<file path="config.mk">
export PLATFORM = sky130hd
export DESIGN_NAME = decimal_keypad_debouncer
export DESIGN_NICKNAME = d
export VERILOG_FILES = /design/src/rtl/decimal_keypad_debouncer.sv
export SDC_FILE = /design/constraint.sdc
export NUM_CORES = 1
export LEC_CHECK = 0
export CAP_MARGIN = 30
export CELL_PAD_IN_SITES_DETAIL_PLACEMENT = 1
export CELL_PAD_IN_SITES_GLOBAL_PLACEMENT = 1
export CORE_AREA = 3 3 101 79
export DETAILED_ROUTE_END_ITERATION = 12
export DIE_AREA = 0 0 104 82
export DONT_BUFFER_PORTS = 1
export PLACE_DENSITY_LB_ADDON = 0.05
export SETUP_SLACK_MARGIN = 0.15
export SYNTH_ARGS = -nofsm -noshare
export SYNTH_HDL_FRONTEND = slang
export SYNTH_SLANG_ARGS = --single-unit
</file>
<file path="constraint.sdc">
create_clock -name clk -period 7.05 [get_ports clk]
set_input_delay 1.41 -clock clk [delete_from_list [all_inputs] [get_ports clk]]
set_output_delay 1.41 -clock clk [all_outputs]
set_load 0.01 [all_outputs]
</file>
<file path="src/rtl/decimal_keypad_debouncer.sv">
// Ten-key synchroniser and press/release debouncer feeding the BCD encoder.
// Optional multi-key error pulse: define KEYPAD_MULTI_ERR_EN.
module decimal_keypad_debouncer #(
  parameter int DEBOUNCE_CYCLES = 16
) (
  input  logic       clk,
  input  logic       rst_n,
  input  logic [9:0] keys_raw,
  output logic [9:0] D_out,
  output logic       key_valid,
  output logic       key_held,
  output logic       multi_err
);

  typedef enum logic [1:0] {
    IDLE,
    DEBOUNCE,
    PRESSED,
    RELEASE
  } state_t;

  localparam logic [15:0] CNT_LAST = 16'(DEBOUNCE_CYCLES - 1);

  state_t      state;
  logic [9:0]  s1;
  logic [9:0]  keys_s;
  logic [9:0]  cand;
  logic [15:0] cnt;
  logic [15:0] cnt_inc;

  function automatic logic is_multi(input logic [9:0] v);
    return (v & (v - 10'd1)) != 10'd0;
  endfunction

  function automatic logic is_onehot(input logic [9:0] v);
    return (v != 10'd0) && !is_multi(v);
  endfunction

  assign cnt_inc = (cnt == 16'hFFFF) ? cnt : cnt + 16'd1;

  always_ff @(posedge clk or negedge rst_n) begin
    if (!rst_n) begin
      s1        <= '0;
      keys_s    <= '0;
      state     <= IDLE;
      cand      <= '0;
      cnt       <= '0;
      D_out     <= '0;
      key_valid <= 1'b0;
      key_held  <= 1'b0;
    end else begin
      s1        <= keys_raw;
      keys_s    <= s1;
      key_valid <= 1'b0;
      unique case (state)
        IDLE: begin
          if (is_onehot(keys_s)) begin
            cand  <= keys_s;
            cnt   <= '0;
            state <= DEBOUNCE;
          end
        end
        DEBOUNCE: begin
          if (keys_s != cand) begin
            cnt   <= '0;
            state <= IDLE;
          end else if (cnt == CNT_LAST) begin
            cnt       <= '0;
            state     <= PRESSED;
            D_out     <= cand;
            key_valid <= 1'b1;
            key_held  <= 1'b1;
          end else begin
            cnt <= cnt_inc;
          end
        end
        PRESSED: begin
          if (keys_s == 10'd0) begin
            cnt   <= '0;
            state <= RELEASE;
          end
        end
        RELEASE: begin
          if (keys_s != 10'd0) begin
            cnt   <= '0;
            state <= PRESSED;
          end else if (cnt == CNT_LAST) begin
            cnt      <= '0;
            state    <= IDLE;
            key_held <= 1'b0;
          end else begin
            cnt <= cnt_inc;
          end
        end
        default: state <= IDLE;
      endcase
    end
  end

`ifdef KEYPAD_MULTI_ERR_EN
  logic multi_prev;

  // Edge-detect on entering a multi-hot pattern so a held chord pulses once
  always_ff @(posedge clk or negedge rst_n) begin
    if (!rst_n) begin
      multi_prev <= 1'b0;
      multi_err  <= 1'b0;
    end else begin
      multi_prev <= is_multi(keys_s);
      multi_err  <= is_multi(keys_s) && !multi_prev &&
                    (state == IDLE || state == DEBOUNCE);
    end
  end
`else
  assign multi_err = 1'b0;
`endif

endmodule

</file>
# Word level (Yosys, flattened, before mapping)
# Cells that the tools add are included.
# word_totals
elab_cells	60
regBits	60
inputBits	12
output_inout_bits	13
# classes
mux	22
n_eq_ne	14
reduce_logical	12
n_addsub	2
n_bitwise	2
# op_table
cell	count
$mux 16	6
$pmux 16 s4	1
$reduce_bool 10->1	2
$add 16x1->16 const B	1
$eq 16x16->1 const B	1
$eq 16x4->1 const B	1
$mux 2	6
$ne 2x2->1 const B	6
$and 10x10->10	1
$logic_not 10->1	1
$ne 10x10->1	1
$sub 10x1->10 const B	1
$pmux 2 s4	1
$mux 1	7
$ne 3x3->1 const B	2
$reduce_and 5->1	1
$eq 2x2->1 const B	2
$reduce_and 2->1	2
$reduce_and 4->1	1
$reduce_and 3->1	1
$eq 2x1->1 const B	1
$logic_not 2->1	1
$pmux 1 s2	1
$reduce_bool 2->1	1
other kinds (3)	3

# Depth between registers and ports, before layout
# Gate-level depths: netlist of the first run.
# logic_depth
ltp_word	7
ltp_mapped	8

# Worst setup path after synthesis of the first run
# No wires, ideal clock.
# synth_path
kind	register to register
startpoint	register cnt[10]
endpoint	register D_out[0]
t_arrival_ps	2088
path_buffers	1
stages_incl_launch_ff	7
setup_ps	125
slack_ps	4836
synth_period_minus_slack_ps	2214
cell_sequence	dfrtp_1 -> or4_4 -> nor4_4 -> nand2_1 -> nor3_2 -> buf_6 -> mux2_4
# synth_between
elab_chain_len	2
# synth_rtl
item	line	text
start, declared	28	logic [15:0] cnt;
start signal, assigned	74	cnt <= cnt_inc;
start signal, assigned	92	cnt <= cnt_inc;
$eq 16x4->1	67	end else if (cnt == CNT_LAST) begin
$reduce_and 3->1 (no source line)	--	
end signal, assigned	70	D_out <= cand;
end, declared	9	output logic [9:0] D_out,
# Every way passes these cells.
# A chain may end at the register's enable or synchronous reset.

# Worst setup path after layout of the first run
# layout_path
startpoint	register keys_s[7]
endpoint	register cnt[7]
# layout_between
elab_chain_len	7
# layout_rtl
item	line	text
start, declared	26	logic [9:0] keys_s;
start signal, assigned	44	keys_s <= '0;
start signal, assigned	53	keys_s <= s1;
$sub 10x1->10	32	return (v & (v - 10'd1)) != 10'd0;
$and 10x10->10	32	
$reduce_bool 10->1	32	
$logic_not 1->1	36	return (v != 10'd0) && !is_multi(v);
$logic_and 1x1->1	36	
$ne 2x2->1 (no source line)	--	
$reduce_and 2->1 (no source line)	--	
# Parallel ways exist; a longest one is shown, timed or not.

==> results of run 1 <==
[critical path, delay by kind of cell (launching register included)]
kind | cells | cell delay (ns)
AOI/OAI and AO/OA | 1 | 0.24
and+or+nand+nor | 3 | 2.07
DFF | 1 | 0.45
xor gates and xnor gates | 1 | 0.19
[Yosys cell counts, drive strengths merged (3+ instances only)]
cell / number
a211oi: 8
a21o: 4
a21oi: 16
a221o: 6
a221oi: 3
and3: 6
and4: 4
buf: 9
dfrtp: 60
inv: 3
mux2: 20
nand2: 15
nand3: 13
nand4: 5
nor2: 5
nor2b: 3
nor3: 10
nor4: 6
o221a: 3
o22a: 7
or4: 4
xor2: 10
[power breakdown]
group	total, mW	switching, mW	internal (mW)
Clock	0.276	0.140	0.136
Sequential	0.377	0.0181	0.359
Combinational	0.0582	0.0364	0.0218
Total	0.711	0.194	0.517
[sequential cells by signal (all words and copies together), names as in the netlist]
signal / flops
D_out: 10
cnt: 16
cand: 10
state: 2
key_held: 1
keys_s: 10
s1: 10
key_valid: 1
[metal layers]
layer  part of all wire, %  GRT usage [%]  vias to the layer above
li1                      -              -                      968
met1                    55          28.14                     1089
met2                    40          25.49                       36
met3                   4.4          4.713                        6
met4                  0.99          5.976                        0
met5                     0              0                        -
[stage by stage]
stage	power, mW	cell area [sq um]	util (%)	hold WS (ns)
floorplan	0.4305	2948	-	0.3312
global placement	0.4418	3007	41.98	0.3324
detailed placement	0.4416	3018	42.14	0.3356
CTS	0.7240	3188	44.51	0.3517
global route	0.7503	3188	44.51	0.3616
finish	0.7110	3188	44.51	0.3489
[how the worst max path moves through the flow]
stage                             start              endpoint  slack (ns)
floorplan           cnt[10]$_DFFE_PN0P_  D_out[0]$_DFFE_PN0P_        4.84
global placement    keys_s[7]$_DFF_PN0_    cnt[7]$_DFFE_PN0P_        4.11
detailed placement  keys_s[0]$_DFF_PN0_    cnt[7]$_DFFE_PN0P_        4.10
CTS                 keys_s[7]$_DFF_PN0_    cnt[7]$_DFFE_PN0P_        4.06
global route        keys_s[7]$_DFF_PN0_    cnt[7]$_DFFE_PN0P_        3.86
finish              keys_s[7]$_DFF_PN0_    cnt[7]$_DFFE_PN0P_        4.03
[kinds of logic after synthesis]
group,Yosys count
other,1
flip-flops,60
adder cells (fa/ha/maj),1
buffers and inverters,14
multiplexers,20
AND/OR/NAND/NOR,76
AO/OA/AOI/OAI,67
XOR/XNOR,10
[cells in the final DEF, fill, tap and decap left out, drive strengths merged, types with 4 or more instances in the layout]
cell type  count
and3           6
mux2          20
nor4           6
nor2           5
and4           4
dfrtp         60
nand4          5
xor2          10
nand2         15
a21o           4
nand3         13
nor3          10
clkbuf        12
a221o          6
or4            4
o22a           7
a21oi         16
a211oi         8
[cell type report]
class                      instances  area [sq um]  share of cell area, %
multi-input combinational        175          1360                  42.66
timing repair buffer               2         18.77                 0.5887
clock buffer                      12         145.1                  4.553
tap                              101         126.4                  3.964
sequential                        60          1501                  47.10
clock inverter                     4         25.02                 0.7849
inverter                           3         11.26                 0.3532
==> qor.txt, run 1 <==
Diodes inserted - 0
clk buf depth - 2
initial antenna violation count - 0
RSZ-0062 raised after global routing - no
Mean Syn Cell Area - 11.84 sq um
DRC Markers - 0
Critical R2R Launch - keys_s[7]$_DFF_PN0_
Least-Margin Pin Slew - 0.9520 ns
worst vdd ir - 0.1184 mV
Slew HR - 36.34%
Reg2Reg Depth - 5
die height - 82 microns
XOR/XNOR share of the synthesized area - 2.971%
CP Launch Type - flip-flop
post-route clock skew - 0.01249 ns
Post-CTS Repair Setup Buffers - 0
synth unique cells - 60
top_reg_cell synth - dfrtp_1
Initial Utilization - 41.16%
grt total ovfl - 0
yosys warns - 0
placed insts - 341
Critical Path End Type - flip-flop
clock sinks - 60
Simple-Gate Fraction of Synth Area - 15.92%
R2R setup slack - 4.03 ns
CP peak stage delay - 0.86 ns
adder-cell share of the synthesized area - 0.4244%
Req. time, crit path - 7.32 ns
number of fill cells - 789
share of cells above drive strength 1 - 21.09%
# resized after CTS - 0
PD cells - 223.0 nW/um^2
Num CTS Buffers - 9
worst slack at placement - 4.102 ns
Fmax - 0.3313 GHz
Slew Limit Fails - 0
Mapped Area - 2948 sq um
Layout Nets - 264
HP Start - s1[1]$_DFF_PN0_
Routed Antenna Nets - 0
DR pass1 iterations - 4
CP cell instances - xor2_1 > nor4_1 > nand4_1 > nand2_1 > a221o_1
Port-buffer cells - 0
CP max stage cell - nand4_1
worst r2r dst - cnt[7]$_DFFE_PN0P_
drt first-iter violations - 166
crit-path max FO - 19
cell count after synthesis - 249
Yosys top cell area share - 50.93%
width of the die - 104 microns
WL final - 7.262 mm
Setup violations, final - 0
vias per cell - 5.880
#FFs+latches synth - 60
clk_lat worst skew - 0.34 ns
Tmin final - 3.019 ns
Area Growth Syn to Fin - 8.149%
vias in the first global route - 2083
row cnt - 27
Worst Hold End - keys_s[1]$_DFF_PN0_
core area - 7162 sq um
register area share after synthesis - 50.93%
wire length of the first global-routing pass - 12.07 mm
main combinational cell family by area after synthesis - compound AO/OA/AOI/OAI gates
min-delay worst type - reg -> reg
die area - 8528 sq um
mux cell area share after synthesis - 8.659%
CTS tree - built
type of the worst setup path - reg -> reg
TNS Setup - 0 ns
Tot GR Track Use - 18.55%
# IOs - 25
Final Hold Vio Count - 0
CP arrival - 3.29 ns
LEAKAGE - 1.347 nW
Yosys top cell by area - dfrtp_1
EDFF count, synth - 0
HPWL Detailed - 4.870 mm
largest net degree at the start of global routing - 61
worst hold stages - 0
Async SR Flop Fraction - 100.0%
RePlAce Congestion - 0.8187
Worst Slack Setup Final - 4.031 ns
top cells by area, synth - dfrtp_1 (51%), mux2_2 (4.6%), mux2_4 (4.1%)
status - finished clean
final cycle utilization of the critical path - 42.82%
Worst-path clk slew - 0.07 ns
CTS Hold Buffers Added - 0
per-cell routed wire length - 20.34 microns
Non-Filler Instances - 357
Syn Nets - 262
htree depth - 3
via count - 2099
compound-cell area share of the yosys netlist - 18.04%
clock root cell - clkbuf_8
max cap viols - 0
Power figures use the tool's default switching activity.
==> run 2: changes to the inputs <==
==> constraint.sdc (replaced) <==
create_clock -name clk -period 2.5 [get_ports clk]
set_input_delay 0.5 -clock clk [delete_from_list [all_inputs] [get_ports clk]]
set_output_delay 0.5 -clock clk [all_outputs]
set_load 0.01 [all_outputs]
==> run 2 against run 1 <==
Compared with the run above: via count grew 4.6%; sequential cell count is the same; hold slack worse by 0.34 ns; clock power rose to 3.7 times the previous value; critical path type unchanged.
==> qor.txt, run 2 (synthesis results as in run 1) <==
share of cells above drive strength 1 - 29.75% (+8.7 points)
worst hold slack - 0.01064 ns (-0.3382 ns)
number of fill cells - 783 (-0.76%)
commonest cells after routing, fill and taps aside - dfrtp_1 (60), buf_4 (22), a21oi_1 (16)
Worst Slack Setup Final - 0.2521 ns (-3.779 ns)
die height - 82 microns (unchanged)
largest net degree at the start of global routing - 61 (unchanged)
width of the die - 104 microns (unchanged)
max cap viols - 0 (unchanged)
clk buf depth - 2 (unchanged)
core area - 7162 sq um (unchanged)
Non-Filler Instances - 380 (+6.4%)
Final Hold Vio Count - 0 (unchanged)
Diodes inserted - 0 (unchanged)
per-cell routed wire length - 19.04 microns (-6.4%)
CP arrival - 2.47 ns (-0.82 ns)
row cnt - 27 (unchanged)
total power - 2.299 mW (+220%)
HPWL Detailed - 5.014 mm (+2.9%)
type of the worst setup path - reg -> reg
Setup violations, final - 0 (unchanged)
TNS Setup - 0 ns (unchanged)
grt total ovfl - 0 (unchanged)
Critical Path End Type - flip-flop
RSZ-0062 raised after global routing - no
min-delay worst type - in -> async
Fmax - 0.4449 GHz (+34%)
post-route clock skew - 0.008152 ns (-0.004335 ns)
worst slack at placement - 0.1973 ns (-3.905 ns)
Req. time, crit path - 2.73 ns (-4.59 ns)
DR pass1 iterations - 4 (unchanged)
CTS tree - built
Slew Limit Fails - 0 (unchanged)
Port-buffer cells - 0 (unchanged)
clk_lat worst skew - 0.35 ns (about the same)
PD cells - 659.2 nW/um^2 (+200%)
die area - 8528 sq um (unchanged)
DRC Markers - 0 (unchanged)
clock sinks - 60 (unchanged)
clock root cell - clkbuf_8
via count - 2195 (+4.6%)
crit-path max FO - 19 (unchanged)
CP Launch Type - flip-flop
Worst-path clk slew - 0.08 ns (about the same)
vias per cell - 5.776 (-1.8%)
max reg flops - 16 (unchanged)
Routed Antenna Nets - 0 (unchanged)
LEAKAGE - 1.507 nW (+12%)
Tot GR Track Use - 18.47% (-0.079 points)
most common cell after layout, fill and taps aside - dfrtp_1
initial antenna violation count - 0 (unchanged)
placed insts - 363 (+6.5%)
Top reg by flops - cnt
Layout Nets - 287 (+8.7%)
drt first-iter violations - 75 (-55%)
worst vdd ir - 0.4018 mV (+240%)
# IOs - 25 (unchanged)
final cycle utilization of the critical path - 89.91% (+47 points)
Num CTS Buffers - 9 (unchanged)
WL final - 7.237 mm (-0.34%)
Initial Utilization - 41.16% (unchanged)
Area Growth Syn to Fin - 18.34%
status - finished clean
Tmin final - 2.248 ns (-0.7707 ns)
wire length of the first global-routing pass - 12.03 mm (-0.29%)
htree depth - 3 (unchanged)
vias in the first global route - 2218 (+6.5%)
RePlAce Congestion - 0.7982 (-2.5%)
run 2: cell types whose count changed in the layout (fill, tap and decap cells not counted), sizes merged:
cell and delta:
buf +23, bufinv +2, clkbuf -3, clkinv -1, clkinvlp -1, inv +3
run 2: path summary, 6_finish.rpt:
kind | to | depth (start not counted) | start | slack, ns
worst max-delay path | cnt[11]$_DFFE_PN0P_ | 5 | cnt[11]$_DFFE_PN0P_ | 0.25
worst min-delay path | D_out[8]$_DFFE_PN0P_ | 1 | rst_n | 0.01
worst max register to register | cnt[11]$_DFFE_PN0P_ | 5 | cnt[11]$_DFFE_PN0P_ | 0.25
worst min register to register | keys_s[4]$_DFF_PN0_ | 0 | s1[4]$_DFF_PN0_ | 0.35
max in group asynchronous | cnt[8]$_DFFE_PN0P_ | 1 | rst_n | 2.23
min in group clk | s1[9]$_DFF_PN0_ | 0 | keys_raw[9] | 0.17
run 2: per-stage QoR:
stage                     util [%]  cell area, sq um
after CTS                    48.17              3450
after global routing         48.71              3488
after floorplan                  -              2948
after global placement       44.57              3192
after detailed placement     44.57              3192
final                        48.71              3488
run 2: critical path, stage by stage, from the launching register on:
cell and delay (ns):
dfrtp_1 0.45, or4_4 0.59, o41a_1 0.43, buf_12 0.17
and3_1 0.17, a221o_1 0.32
run 2: area by class of cell:
type	instances	area, sq um	share of cell area (%)
multi-input combinational	175	1396	40.03
clock buffer	9	123.9	3.551
sequential	60	1501	43.04
tap	101	126.4	3.623
timing repair buffer	25	224.0	6.420
clock inverter	7	105.1	3.013
inverter	3	11.26	0.3228
run 2: report_power, final:
part / switching, mW / leakage, nW / internal (mW) / total, mW
Clock: 0.444 / 0.112 / 0.576 / 1.02
Combinational: 0.129 / 0.607 / 0.0869 / 0.216
Sequential: 0.0516 / 0.787 / 1.01 / 1.06
run 2: layer usage:
metal	routed length, microns	track usage [%]	vias to the layer above
li1	-	-	1027
met1	3745	26.72	1100
met2	2928	26.65	56
met3	428	4.478	12
met4	135	7.171	0
met5	0	0	-
run 2: what timing repair did:
| action | CTS | global route |
|---|---|---|
| gates resized for setup | 1 | 7 |
| setup endpoints to repair | 1 | 12 |
| hold buffers | 1 | 0 |
| setup buffers | 0 | 0 |
| pin swaps | 0 | 1 |
| hold endpoints to repair | 60 | 0 |
==> run 3: changes to the inputs <==
--- a/config.mk
+++ b/config.mk
@@ -12,7 +12,7 @@
 export DETAILED_ROUTE_END_ITERATION = 12
 export DIE_AREA = 0 0 104 82
 export DONT_BUFFER_PORTS = 1
-export PLACE_DENSITY_LB_ADDON = 0.05
+export PLACE_DENSITY_LB_ADDON = 0.15
 export SETUP_SLACK_MARGIN = 0.15
 export SYNTH_ARGS = -nofsm -noshare
 export SYNTH_HDL_FRONTEND = slang
==> run 3 against run 2 <==
Compared with the run above: global-route usage is 1.1 points higher; sequential power hardly changed; the flow now finishes with violations (negative hold slack); non-clock buffer count is 2 higher; register-to-register slack worse by 0.03 ns; maximum frequency is 1.3% lower; critical path type unchanged; critical path depth stayed put; count of clock-buffer cells in the layout stayed put; core utilization is 0.052 points higher; sequential cell count stayed put; die area stayed put; power is 0.83% lower.
==> qor.txt, run 3 (synthesis results as in run 1) <==
per-cell routed wire length - 20.21 microns (+6.1%)
CP arrival - 2.51 ns (+0.04 ns)
number of fill cells - 766 (-2.2%)
clk_lat worst skew - 0.36 ns (about the same)
stages on the worst setup path - 5 (unchanged)
Port-buffer cells - 0 (unchanged)
die height - 82 microns (unchanged)
largest net degree at the start of global routing - 61 (unchanged)
PD cells - 653.0 nW/um^2 (-0.93%)
post-route clock skew - 0.01716 ns (+0.009008 ns)
number of buffers and inverters on the critical path - 1 (unchanged)
Final Hold Vio Count - 4 (+4)
LEAKAGE - 1.517 nW (+0.66%)
R2R setup slack - 0.22 ns (-0.03 ns)
Req. time, crit path - 2.73 ns (about the same)
wire length of the first global-routing pass - 12.65 mm (+5.2%)
CP peak stage delay - 0.58 ns (about the same)
share of cells above drive strength 1 - 29.89% (+0.14 points)
Storage cell area - 1501 sq um (unchanged)
grt total ovfl - 0 (unchanged)
clk buf depth - 2 (unchanged)
Area Growth Syn to Fin - 18.46%
Slew Limit Fails - 0 (unchanged)
Multi-input gate area - 1403 sq um (+0.45%)
clock root cell - clkbuf_8
CP max stage cell - or4_4
drt first-iter violations - 102 (+36%)
max reg flops - 16 (unchanged)
Setup violations, final - 0 (unchanged)
Routed Antenna Nets - 0 (unchanged)
width of the die - 104 microns (unchanged)
DR pass1 iterations - 4 (unchanged)
TNS Setup - 0 ns (unchanged)
WL final - 7.719 mm (+6.7%)
vias per cell - 5.764 (-0.21%)
row cnt - 27 (unchanged)
HPWL Detailed - 5.430 mm (+8.3%)
Diodes inserted - 0 (unchanged)
worst vdd ir - 0.4764 mV (+19%)
Reg2Reg Depth - 5 (unchanged)
crit-path max FO - 14 (-5)
Post-CTS Repair Setup Buffers - 0 (unchanged)
final cycle utilization of the critical path - 91.11% (+1.2 points)
DRC Markers - 0 (unchanged)
core area - 7162 sq um (unchanged)
Top reg by flops - cnt
htree depth - 3 (unchanged)
failing checks - negative hold slack
end of the critical path - cnt[11]$_DFFE_PN0P_
RePlAce Congestion - 0.8602 (+7.8%)
Tot GR Track Use - 19.61% (+1.1 points)
worst r2r dst - cnt[11]$_DFFE_PN0P_
Setup crit start - cnt[14]$_DFFE_PN0P_
Num CTS Buffers - 9 (unchanged)
Tmin final - 2.278 ns (+0.03000 ns)
min-delay worst type - in -> async
type of the worst setup path - reg -> reg
Critical R2R Launch - cnt[14]$_DFFE_PN0P_
Critical Path End Type - flip-flop
Fmax - 0.4390 GHz (-1.3%)
max cap viols - 0 (unchanged)
via count - 2202 (+0.32%)
RSZ-0062 raised after global routing - no
commonest cells after routing, fill and taps aside - dfrtp_1 (60), buf_4 (25), a21oi_1 (16)
CP Launch Type - flip-flop
# IOs - 25 (unchanged)
Layout Nets - 289 (+0.70%)
clock sinks - 60 (unchanged)
initial antenna violation count - 0 (unchanged)
delay-heaviest family, CP - compound AO/OA/AOI/OAI gates
Worst-path clk slew - 0.09 ns (about the same)
most common cell after layout, fill and taps aside - dfrtp_1
status - complete, but fails checks
die area - 8528 sq um (unchanged)
worst hold slack - -0.003592 ns (-0.01424 ns)
Initial Utilization - 41.16% (unchanged)
CP cell instances - or4_4 > o41a_1 > buf_4 > and3_1 > a221o_1
vias in the first global route - 2270 (+2.3%)
CTS tree - built
## run 3: cell count changes in the layout (fill, tap and decap cells not counted), sizes merged
cell      delta
clkinv       +3
clkinvlp     -1
inv          -2
buf          +2
## run 3: how the worst min path moves through the flow
stage                      from                    to  slack [ns]  depth (start not counted)
after global routing      rst_n    cnt[0]$_DFFE_PN0P_        0.02                          1
after detailed placement  rst_n  D_out[3]$_DFFE_PN0P_        0.21                          0
after global placement    rst_n  D_out[3]$_DFFE_PN0P_        0.21                          0
after CTS                 rst_n    cnt[0]$_DFFE_PN0P_        0.01                          1
after floorplan           rst_n  D_out[0]$_DFFE_PN0P_        0.20                          0
final                     rst_n    cnt[0]$_DFFE_PN0P_      -0.004                          1
## run 3: cell type report
type / instances / share of cell area, %
clock buffer: 9 / 3.547
clock inverter: 7 / 2.866
inverter: 3 / 0.3225
multi-input combinational: 175 / 40.16
sequential: 60 / 43.00
tap: 101 / 3.619
timing repair buffer: 27 / 6.485
## run 3: metal layers
layer	GRT usage [%]	share of wire (%)
met1	28.99	53
met2	27.76	40
met3	5.027	5.6
met4	6.773	1.5
met5	0	0
## run 3: what timing repair did
item,CTS,global route
resized for setup,0,7
endpoints found under the setup margin,0,13
hold buffers,1,0
endpoints found under the hold margin,60,0
## run 3: power breakdown
part / switching, mW / internal [mW] / leakage [nW]
logic: 0.129 / 0.0877 / 0.616
clock network: 0.429 / 0.568 / 0.114
registers: 0.0551 / 1.01 / 0.787
total: 0.613 / 1.67 / 1.52
## run 3: metrics by stage
step	std cells	utilization (%)	setup WS (ns)	total power, mW	instance area [sq um]
after global placement	365	44.60	0.2560	1.262	3194
final	382	48.76	0.2221	2.280	3492
after CTS	382	48.11	0.1570	2.294	3446
after detailed placement	365	44.60	0.1755	1.266	3194
after floorplan	249	-	0.2865	1.214	2948
after global routing	382	48.76	0.1522	2.380	3492
